<file path="config.mk">
export PLATFORM = sky130hd
export DESIGN_NAME = listen_and_remember
export DESIGN_NICKNAME = d
export VERILOG_FILES = /design/src/rtl/fram_uart_pkg.sv /design/src/rtl/uart_rx_byte.sv /design/src/rtl/listen_and_remember.sv
export SDC_FILE = /design/constraint.sdc
export NUM_CORES = 1
export LEC_CHECK = 0
export BUFFER_PORTS_ARGS = -buffer_cell sky130_fd_sc_hd__buf_2
export CORE_ASPECT_RATIO = 0.5
export CORE_MARGIN = 5
export CORE_UTILIZATION = 56
export CTS_BUF_LIST = sky130_fd_sc_hd__clkbuf_2
export DETAILED_ROUTE_END_ITERATION = 8
export PLACE_DENSITY_LB_ADDON = 0.05
export SYNTH_ARGS = -nofsm -noshare
export SYNTH_HDL_FRONTEND = slang
export SYNTH_SLANG_ARGS = --single-unit
</file>
<file path="constraint.sdc">
create_clock -name clk -period 3.2 [get_ports clk]
set_input_delay 0.16 -clock clk [delete_from_list [all_inputs] [get_ports clk]]
set_output_delay 0.16 -clock clk [all_outputs]
set_load 0.05 [all_outputs]
</file>
<file path="src/rtl/fram_uart_pkg.sv">
// Opcodes, ASCII constants and state encodings shared by the FRAM read and
// write paths.
package fram_uart_pkg;

   localparam logic [7:0] FRAM_OP_WREN  = 8'h06;
   localparam logic [7:0] FRAM_OP_WRITE = 8'h02;
   localparam logic [7:0] FRAM_OP_READ  = 8'h03;
   localparam logic [7:0] ASCII_NL      = 8'h0A;

   typedef enum logic [2:0] {
      ST_IDLE,
      ST_WREN,
      ST_CS_GAP,
      ST_CMD,
      ST_WAIT_RX,
      ST_SPI_WRITE,
      ST_DONE
   } lr_state_t;

   typedef enum logic [1:0] {
      RX_IDLE,
      RX_START,
      RX_DATA,
      RX_STOP
   } rx_state_t;

endpackage

</file>
<file path="src/rtl/uart_rx_byte.sv">
// 8N1 UART receiver: 2-flop synchroniser, mid-bit sampling, one-cycle valid
// pulse with a frame-error flag when the stop bit reads low.
module uart_rx_byte
   import fram_uart_pkg::*;
#(
   parameter int CLKS_PER_BIT = 4
) (
   input  logic       clk,
   input  logic       rst_n,
   input  logic       rx,
   output logic [7:0] data,
   output logic       valid,
   output logic       frame_err,
   output logic       start_det
);

   localparam int CW = (CLKS_PER_BIT > 2) ? $clog2(CLKS_PER_BIT) : 1;
   localparam logic [CW-1:0] HALF_M1 = CW'(CLKS_PER_BIT / 2 - 1);
   localparam logic [CW-1:0] LAST    = CW'(CLKS_PER_BIT - 1);

   rx_state_t     r_state, w_next;
   logic [1:0]    r_sync;
   logic          r_rx_prev;
   logic [CW-1:0] r_cnt;
   logic [2:0]    r_bit;
   logic [7:0]    r_data;
   logic          r_valid;
   logic          r_ferr;

   logic w_rx, w_fall, w_sample_start, w_sample_bit;

   assign w_rx           = r_sync[1];
   assign w_fall         = r_rx_prev & ~w_rx;
   assign w_sample_start = (r_cnt == HALF_M1);
   assign w_sample_bit   = (r_cnt == LAST);

   always_comb begin
      // NOTE: every branch starts from the held state, so no path leaves w_next unassigned and no latch is inferred.
      w_next = r_state;
      case (r_state)
         RX_IDLE:  if (w_fall) w_next = RX_START;
         RX_START: if (w_sample_start) w_next = w_rx ? RX_IDLE : RX_DATA;
         RX_DATA:  if (w_sample_bit && (r_bit == 3'd7)) w_next = RX_STOP;
         RX_STOP:  if (w_sample_bit) w_next = RX_IDLE;
         default:  w_next = RX_IDLE;
      endcase
   end

   // NOTE: sequential state uses non-blocking assignments so every flop sees pre-edge values.
   always_ff @(posedge clk or negedge rst_n) begin
      if (!rst_n) begin
         r_state   <= RX_IDLE;
         r_sync    <= 2'b11;
         r_rx_prev <= 1'b1;
      end else begin
         r_state   <= w_next;
         r_sync    <= {r_sync[0], rx};
         r_rx_prev <= w_rx;
      end
   end

   always_ff @(posedge clk or negedge rst_n) begin
      if (!rst_n) begin
         r_cnt   <= '0;
         r_bit   <= '0;
         r_data  <= '0;
         r_valid <= 1'b0;
         r_ferr  <= 1'b0;
      end else begin
         r_valid <= 1'b0;
         case (r_state)
            RX_IDLE: begin
               r_cnt <= '0;
               r_bit <= '0;
            end
            RX_START: r_cnt <= w_sample_start ? '0 : r_cnt + CW'(1);
            RX_DATA: begin
               if (w_sample_bit) begin
                  r_cnt  <= '0;
                  r_data <= {w_rx, r_data[7:1]};
                  r_bit  <= r_bit + 3'd1;
               end else begin
                  r_cnt <= r_cnt + CW'(1);
               end
            end
            RX_STOP: begin
               if (w_sample_bit) begin
                  r_cnt   <= '0;
                  r_valid <= 1'b1;
                  r_ferr  <= ~w_rx;
               end else begin
                  r_cnt <= r_cnt + CW'(1);
               end
            end
            default: r_cnt <= '0;
         endcase
      end
   end

   assign data      = r_data;
   assign valid     = r_valid;
   assign frame_err = r_ferr;
   assign start_det = (r_state == RX_IDLE) & w_fall;

endmodule

</file>
<file path="src/rtl/listen_and_remember.sv">
// UART RX to SPI FRAM writer: WREN, WRITE+address, then one SPI byte per
// received character until newline or num_bytes. Define LISTEN_TIMEOUT_EN
// to abort after TIMEOUT_CLKS idle cycles between bytes.
module listen_and_remember
   import fram_uart_pkg::*;
#(
   parameter int CLKS_PER_BIT = 4,
   parameter int TIMEOUT_CLKS = 4096
) (
   input  logic        clk,
   input  logic        rst_n,
   input  logic        start,
   input  logic [15:0] address,
   input  logic [5:0]  num_bytes,
   input  logic        uart_rx,
   input  logic        spi_miso,
   output logic        spi_clk,
   output logic        spi_mosi,
   output logic        spi_cs,
   output logic [5:0]  bytes_written,
   output logic        frame_err,
   output logic        done
);

   lr_state_t   r_state, w_next;
   logic [15:0] r_addr;
   logic [5:0]  r_num;
   logic [5:0]  r_bytes_written;
   logic [7:0]  r_sh;
   logic [3:0]  r_phase;
   logic [1:0]  r_byte_idx;
   logic        r_spi_cs, r_frame_err, r_done;

   logic [7:0]  w_rx_data;
   logic        w_rx_valid, w_rx_ferr, w_rx_start_det;
   logic        w_byte_end, w_last_write, w_rx_accept, w_timeout;
   logic        w_unused_miso;

   uart_rx_byte #(.CLKS_PER_BIT(CLKS_PER_BIT)) u_rx (
      .clk       (clk),
      .rst_n     (rst_n),
      .rx        (uart_rx),
      .data      (w_rx_data),
      .valid     (w_rx_valid),
      .frame_err (w_rx_ferr),
      .start_det (w_rx_start_det)
   );

   assign w_unused_miso = spi_miso;
   assign w_byte_end    = (r_phase == 4'd15);
   assign w_last_write  = (r_num != 6'd0) && ((r_bytes_written + 6'd1) == r_num);
   assign w_rx_accept   = (r_state == ST_WAIT_RX) && w_rx_valid && !w_rx_ferr
                          && (w_rx_data != ASCII_NL);

`ifdef LISTEN_TIMEOUT_EN
   localparam int TW = $clog2(TIMEOUT_CLKS + 1);
   logic [TW-1:0] r_idle_cnt;

   // Idle time is measured from the last start bit, including the write that follows it.
   always_ff @(posedge clk or negedge rst_n) begin
      if (!rst_n) begin
         r_idle_cnt <= '0;
      end else if (w_rx_start_det || !(r_state inside {ST_WAIT_RX, ST_SPI_WRITE})) begin
         r_idle_cnt <= '0;
      end else if (!w_timeout) begin
         r_idle_cnt <= r_idle_cnt + TW'(1);
      end
   end

   assign w_timeout = (r_idle_cnt == TW'(TIMEOUT_CLKS - 1));
`else
   logic [32:0] w_unused_cfg;
   assign w_unused_cfg = {w_rx_start_det, 32'(TIMEOUT_CLKS)};
   assign w_timeout    = 1'b0;
`endif

   always_comb begin
      w_next = r_state;
      case (r_state)
         ST_IDLE:    if (start) w_next = ST_WREN;
         ST_WREN:    if (w_byte_end) w_next = ST_CS_GAP;
         ST_CS_GAP:  if (r_byte_idx == 2'd1) w_next = ST_CMD;
         ST_CMD:     if (w_byte_end && (r_byte_idx == 2'd2)) w_next = ST_WAIT_RX;
         ST_WAIT_RX: begin
            if (w_rx_valid) begin
               if (w_rx_ferr)                   w_next = ST_WAIT_RX;
               else if (w_rx_data == ASCII_NL) w_next = ST_DONE;
               else                             w_next = ST_SPI_WRITE;
            end else if (w_timeout) begin
               w_next = ST_DONE;
            end
         end
         ST_SPI_WRITE: if (w_byte_end) w_next = w_last_write ? ST_DONE : ST_WAIT_RX;
         ST_DONE:      if (!start) w_next = ST_IDLE;
         default:      w_next = ST_IDLE;
      endcase
   end

   always_ff @(posedge clk or negedge rst_n) begin
      if (!rst_n) r_state <= ST_IDLE;
      else        r_state <= w_next;
   end

   // SPI engine: r_phase[0] is spi_clk; the shifter advances after each high phase.
   always_ff @(posedge clk or negedge rst_n) begin
      if (!rst_n) begin
         r_addr          <= '0;
         r_num           <= '0;
         r_bytes_written <= '0;
         r_sh            <= '0;
         r_phase         <= '0;
         r_byte_idx      <= '0;
         r_spi_cs        <= 1'b1;
         r_frame_err     <= 1'b0;
         r_done          <= 1'b0;
      end else begin
         r_spi_cs <= !(w_next inside {ST_WREN, ST_CMD, ST_WAIT_RX, ST_SPI_WRITE});
         r_done   <= (w_next == ST_DONE);
         case (r_state)
            ST_IDLE: begin
               if (start) begin
                  r_addr          <= address;
                  r_num           <= num_bytes;
                  r_bytes_written <= '0;
                  r_frame_err     <= 1'b0;
                  r_sh            <= FRAM_OP_WREN;
                  r_phase         <= '0;
                  r_byte_idx      <= '0;
               end
            end
            ST_WREN, ST_CMD, ST_SPI_WRITE: begin
               r_phase <= r_phase + 4'd1;
               if (r_phase[0]) r_sh <= {r_sh[6:0], 1'b0};
               if (w_byte_end) begin
                  r_byte_idx <= r_byte_idx + 2'd1;
                  if (r_state == ST_WREN) r_byte_idx <= '0;
                  if (r_state == ST_CMD && r_byte_idx == 2'd0) r_sh <= r_addr[15:8];
                  if (r_state == ST_CMD && r_byte_idx == 2'd1) r_sh <= r_addr[7:0];
                  if (r_state == ST_SPI_WRITE) r_bytes_written <= r_bytes_written + 6'd1;
               end
            end
            ST_CS_GAP: begin
               r_byte_idx <= r_byte_idx + 2'd1;
               if (r_byte_idx == 2'd1) begin
                  r_sh       <= FRAM_OP_WRITE;
                  r_byte_idx <= '0;
               end
            end
            ST_WAIT_RX: begin
               if (w_rx_valid && w_rx_ferr) r_frame_err <= 1'b1;
               if (w_rx_accept) r_sh <= w_rx_data;
            end
            default: ;
         endcase
      end
   end

   assign spi_clk       = r_phase[0];
   assign spi_mosi      = r_sh[7];
   assign spi_cs        = r_spi_cs;
   assign bytes_written = r_bytes_written;
   assign frame_err     = r_frame_err;
   assign done          = r_done;

endmodule

</file>
==> results by group <==
STA
  • Final Cycle Share: 71.6%
  • Endpoints failing setup: 0
  • Worst Slack Setup Final: 0.907 ns
  • Setup TNS: 0 ns
  • Endpoints failing hold: 0
  • Slew @ Worst Pin: 0.852 ns
  • Crit path time final: 2.29 ns
  • Fin. max-slew vios: 0
  • WHS: 0.0775 ns
  • Clk_skew: 0.0308 ns
  • Normalized max-slew margin: 42.9%
  • Highest Clock Rate: 0.436 GHz
  • RSZ-0062 raised after global routing: false

Final layout
  • Layout cells sized above 1: 26.0%
  • Fill cell count: 500
  • Area of the multi-input gates: 1650 sq um
  • Finished Core Util: 67.3%
  • Final nets: 422
  • Reg area: 1710 sq um
  • Number of antenna diodes: 0
  • P&R area growth vs syn: 16.9%

CTS
  • Resized Gates After CTS: 0
  • CTS tree: yes
  • Worst-path clk slew: 0.19 ns
  • Root Driver: clkbuf_2
  • H-Tree Depth: 3
  • Clock Path Buffers: 2
  • Clock Sinks: 68
  • Worst-Skew Late Latency: 0.51 ns
  • Number of CTS-inserted buffers: 9

Worst setup path
  • Flop-to-flop setup slack: 0.91 ns
  • RR Startpoint: r_phase[1]
  • Worst Path Arrival: 2.70 ns
  • WP data required: 3.60 ns
  • Register-to-Register Path Depth: 6
  • CP Launch Type: register
  • Critical R2R Capture: r_sh[4]
  • Critical Path Sink Type: register
  • WS Path Type: reg2reg
  • Worst-path fanout max: 12

Global routing
  • Largest net degree at the start of global routing: 44
  • GRT overflow: 0
  • Antenna violations before repair: 0
  • Global Route Usage Sum: 19.8%
  • Vias in the first global route: 2634
  • Wire length of the first global-routing pass: 12.3 mm

Detailed routing
  • Top Layer Used: met4
  • Via/cell ratio: 5.48
  • Average wire per standard cell: 15.0 um
  • Wire length on met3: 317 um
  • Drt first-iter violations: 180
  • WL met1: 3.42 mm
  • Final ANT Viol Nets: 0
  • 1st-pass router iterations: 7
  • Final WL: 7.14 mm
  • Metal2 WL: 3.32 mm
  • DRC Markers: 0
  • Via count: 2612

Logic synthesis
  • Synth Warn #: 0
  • Synth Cell Area: 3490 sq um
  • Area contributors post-synth: dfrtp_1 (46%), mux2_2 (11%), o21ai_0 (4.6%)
  • Synthesized Nets: 362
  • Ys flop type: dfrtp_1
  • FFs w/ async S/R, synth: 100%
  • FF+latch count, synth: 68
  • Post-synth EDFFs: 0
  • Yosys top cell by area: dfrtp_1
  • Post-synth top cells: dfrtp_1 (64), mux2_2 (35), o21ai_0 (32)
  • Synth Instances: 325
  • Post-synth top area share: 45.9%
  • Synth unique cells: 56
  • Avg Inst Size Synth: 10.7 sq um
  • Most frequent cell after synthesis: dfrtp_1
  • Register area share after synthesis: 48.9%

Die
  • Row count: 20
  • Die Wd: 122 um
  • Die Area: 8010 sq um
  • Placeable Area: 6060 sq um
  • DIE HEIGHT: 65.8 um
  • Starting density of the core: 57.6%
  • I/O pin count: 38

Place
  • I/O Buffers: 36
  • DP Wirelength: 5.01 mm
  • Place WS: 0.952 ns
  • Placer Congestion: 0.770

Hold path
  • Hold Path Sink: r_byte_idx[1]
  • HP Start: start
  • Worst Hold Class: in2reg
  • Depth of the worst hold-timing path: 3

Power
  • Leak: 1.88 nW
  • PD cells: 775 nW/um^2
  • VDD IR-drop max: 0.000433 V

Job
  • Max Cap Viol: 0

Status
  • Outcome: finished clean
layout by cell type, fill, tap and decap left out, types with 4 or more instances in the layout:
cell type,netlist,routed
clkbuf_2,0,12
mux2i_1,10,10
xnor2_1,6,6
a32oi_1,7,7
and2_1,4,4
nor3_1,4,4
xor2_1,4,4
dfstp_2,4,4
nand2_1,27,27
ha_1,10,10
inv_1,16,16
nand3_1,6,6
buf_4,1,4
a21oi_1,8,8
nor2_1,22,21
mux2_2,35,35
dlygate4sd3_1,0,24
and3_1,5,5
buf_2,5,36
dfrtp_1,64,64
o21ai_0,32,32
power breakdown:
part	internal (W)	leakage, nW	switching, W
registers	0.00116	0.857	0.000286
logic	0.000598	0.957	0.000645
clock network	0.000183	0.0695	0.000291
worst max-delay path: stages (launching register included):
cell,delay [ns]
dfrtp_1,0.42
ha_1,0.19
and3_1,0.40
o211ai_1,0.44
a32oi_1,0.33
o21ai_0,0.11
mux2_2,0.29
stage by stage:
stage	power [W]	instance area [sq um]	instances
finish	0.00316	4080	477
global route	0.00341	4080	477
CTS	0.00318	4080	477
detailed placement	0.00268	3740	438
global placement	0.00262	3740	438
floorplan	0.00239	3490	325
kinds of logic after synthesis:
kind of cell | share of synthesized area [%]
compound gates | 14.0
xor+xnor | 2.51
fa+ha+maj | 3.59
buf+inv | 3.94
flops | 48.9
mux | 14.5
simple gates | 12.6
worst max-delay path by stage:
| stage | startpoint | end | depth (start not counted) |
|---|---|---|---|
| 2_1_floorplan | r_phase[0] | done | 7 |
| 3_3_place_gp | r_phase[1] | done | 6 |
| 3_5_place_dp | r_phase[1] | done | 6 |
| 4_1_cts | r_phase[1] | done | 6 |
| 5_1_grt | r_phase[1] | r_sh[5] | 6 |
| 6_report | r_phase[1] | r_sh[4] | 6 |
what timing repair did:
action	4_1_cts	5_1_grt
setup buffers	0	0
hold endpoints to repair	48	0
hold buffers	24	0
sequential cells by signal, indices dropped and copies added (netlist names), 2 cells and up, named ones only:
name / flops
u_rx.data: 8
u_rx.r_cnt: 2
bytes_written: 6
r_byte_idx: 2
r_sh: 8
r_phase: 4
r_addr: 16
r_state: 3
r_num: 6
u_rx.r_bit: 3
u_rx.r_sync: 2
cell type report:
type | count | area share, %
clock buffers | 12 | 1.47
clock inverters | 3 | 0.951
inverters | 17 | 1.56
multi-input cells | 225 | 40.4
flip-flops and latches | 68 | 41.9
well taps | 88 | 2.70
repair buffers | 64 | 11.0
routing by layer:
metal  global-route usage [%]  vias up
li1                         -     1287
met1                     25.4     1257
met2                     31.9       54
met3                     5.64       14
met4                     8.10        0
met5                        0        -
No activity file was read; power rests on OpenSTA's default activity.
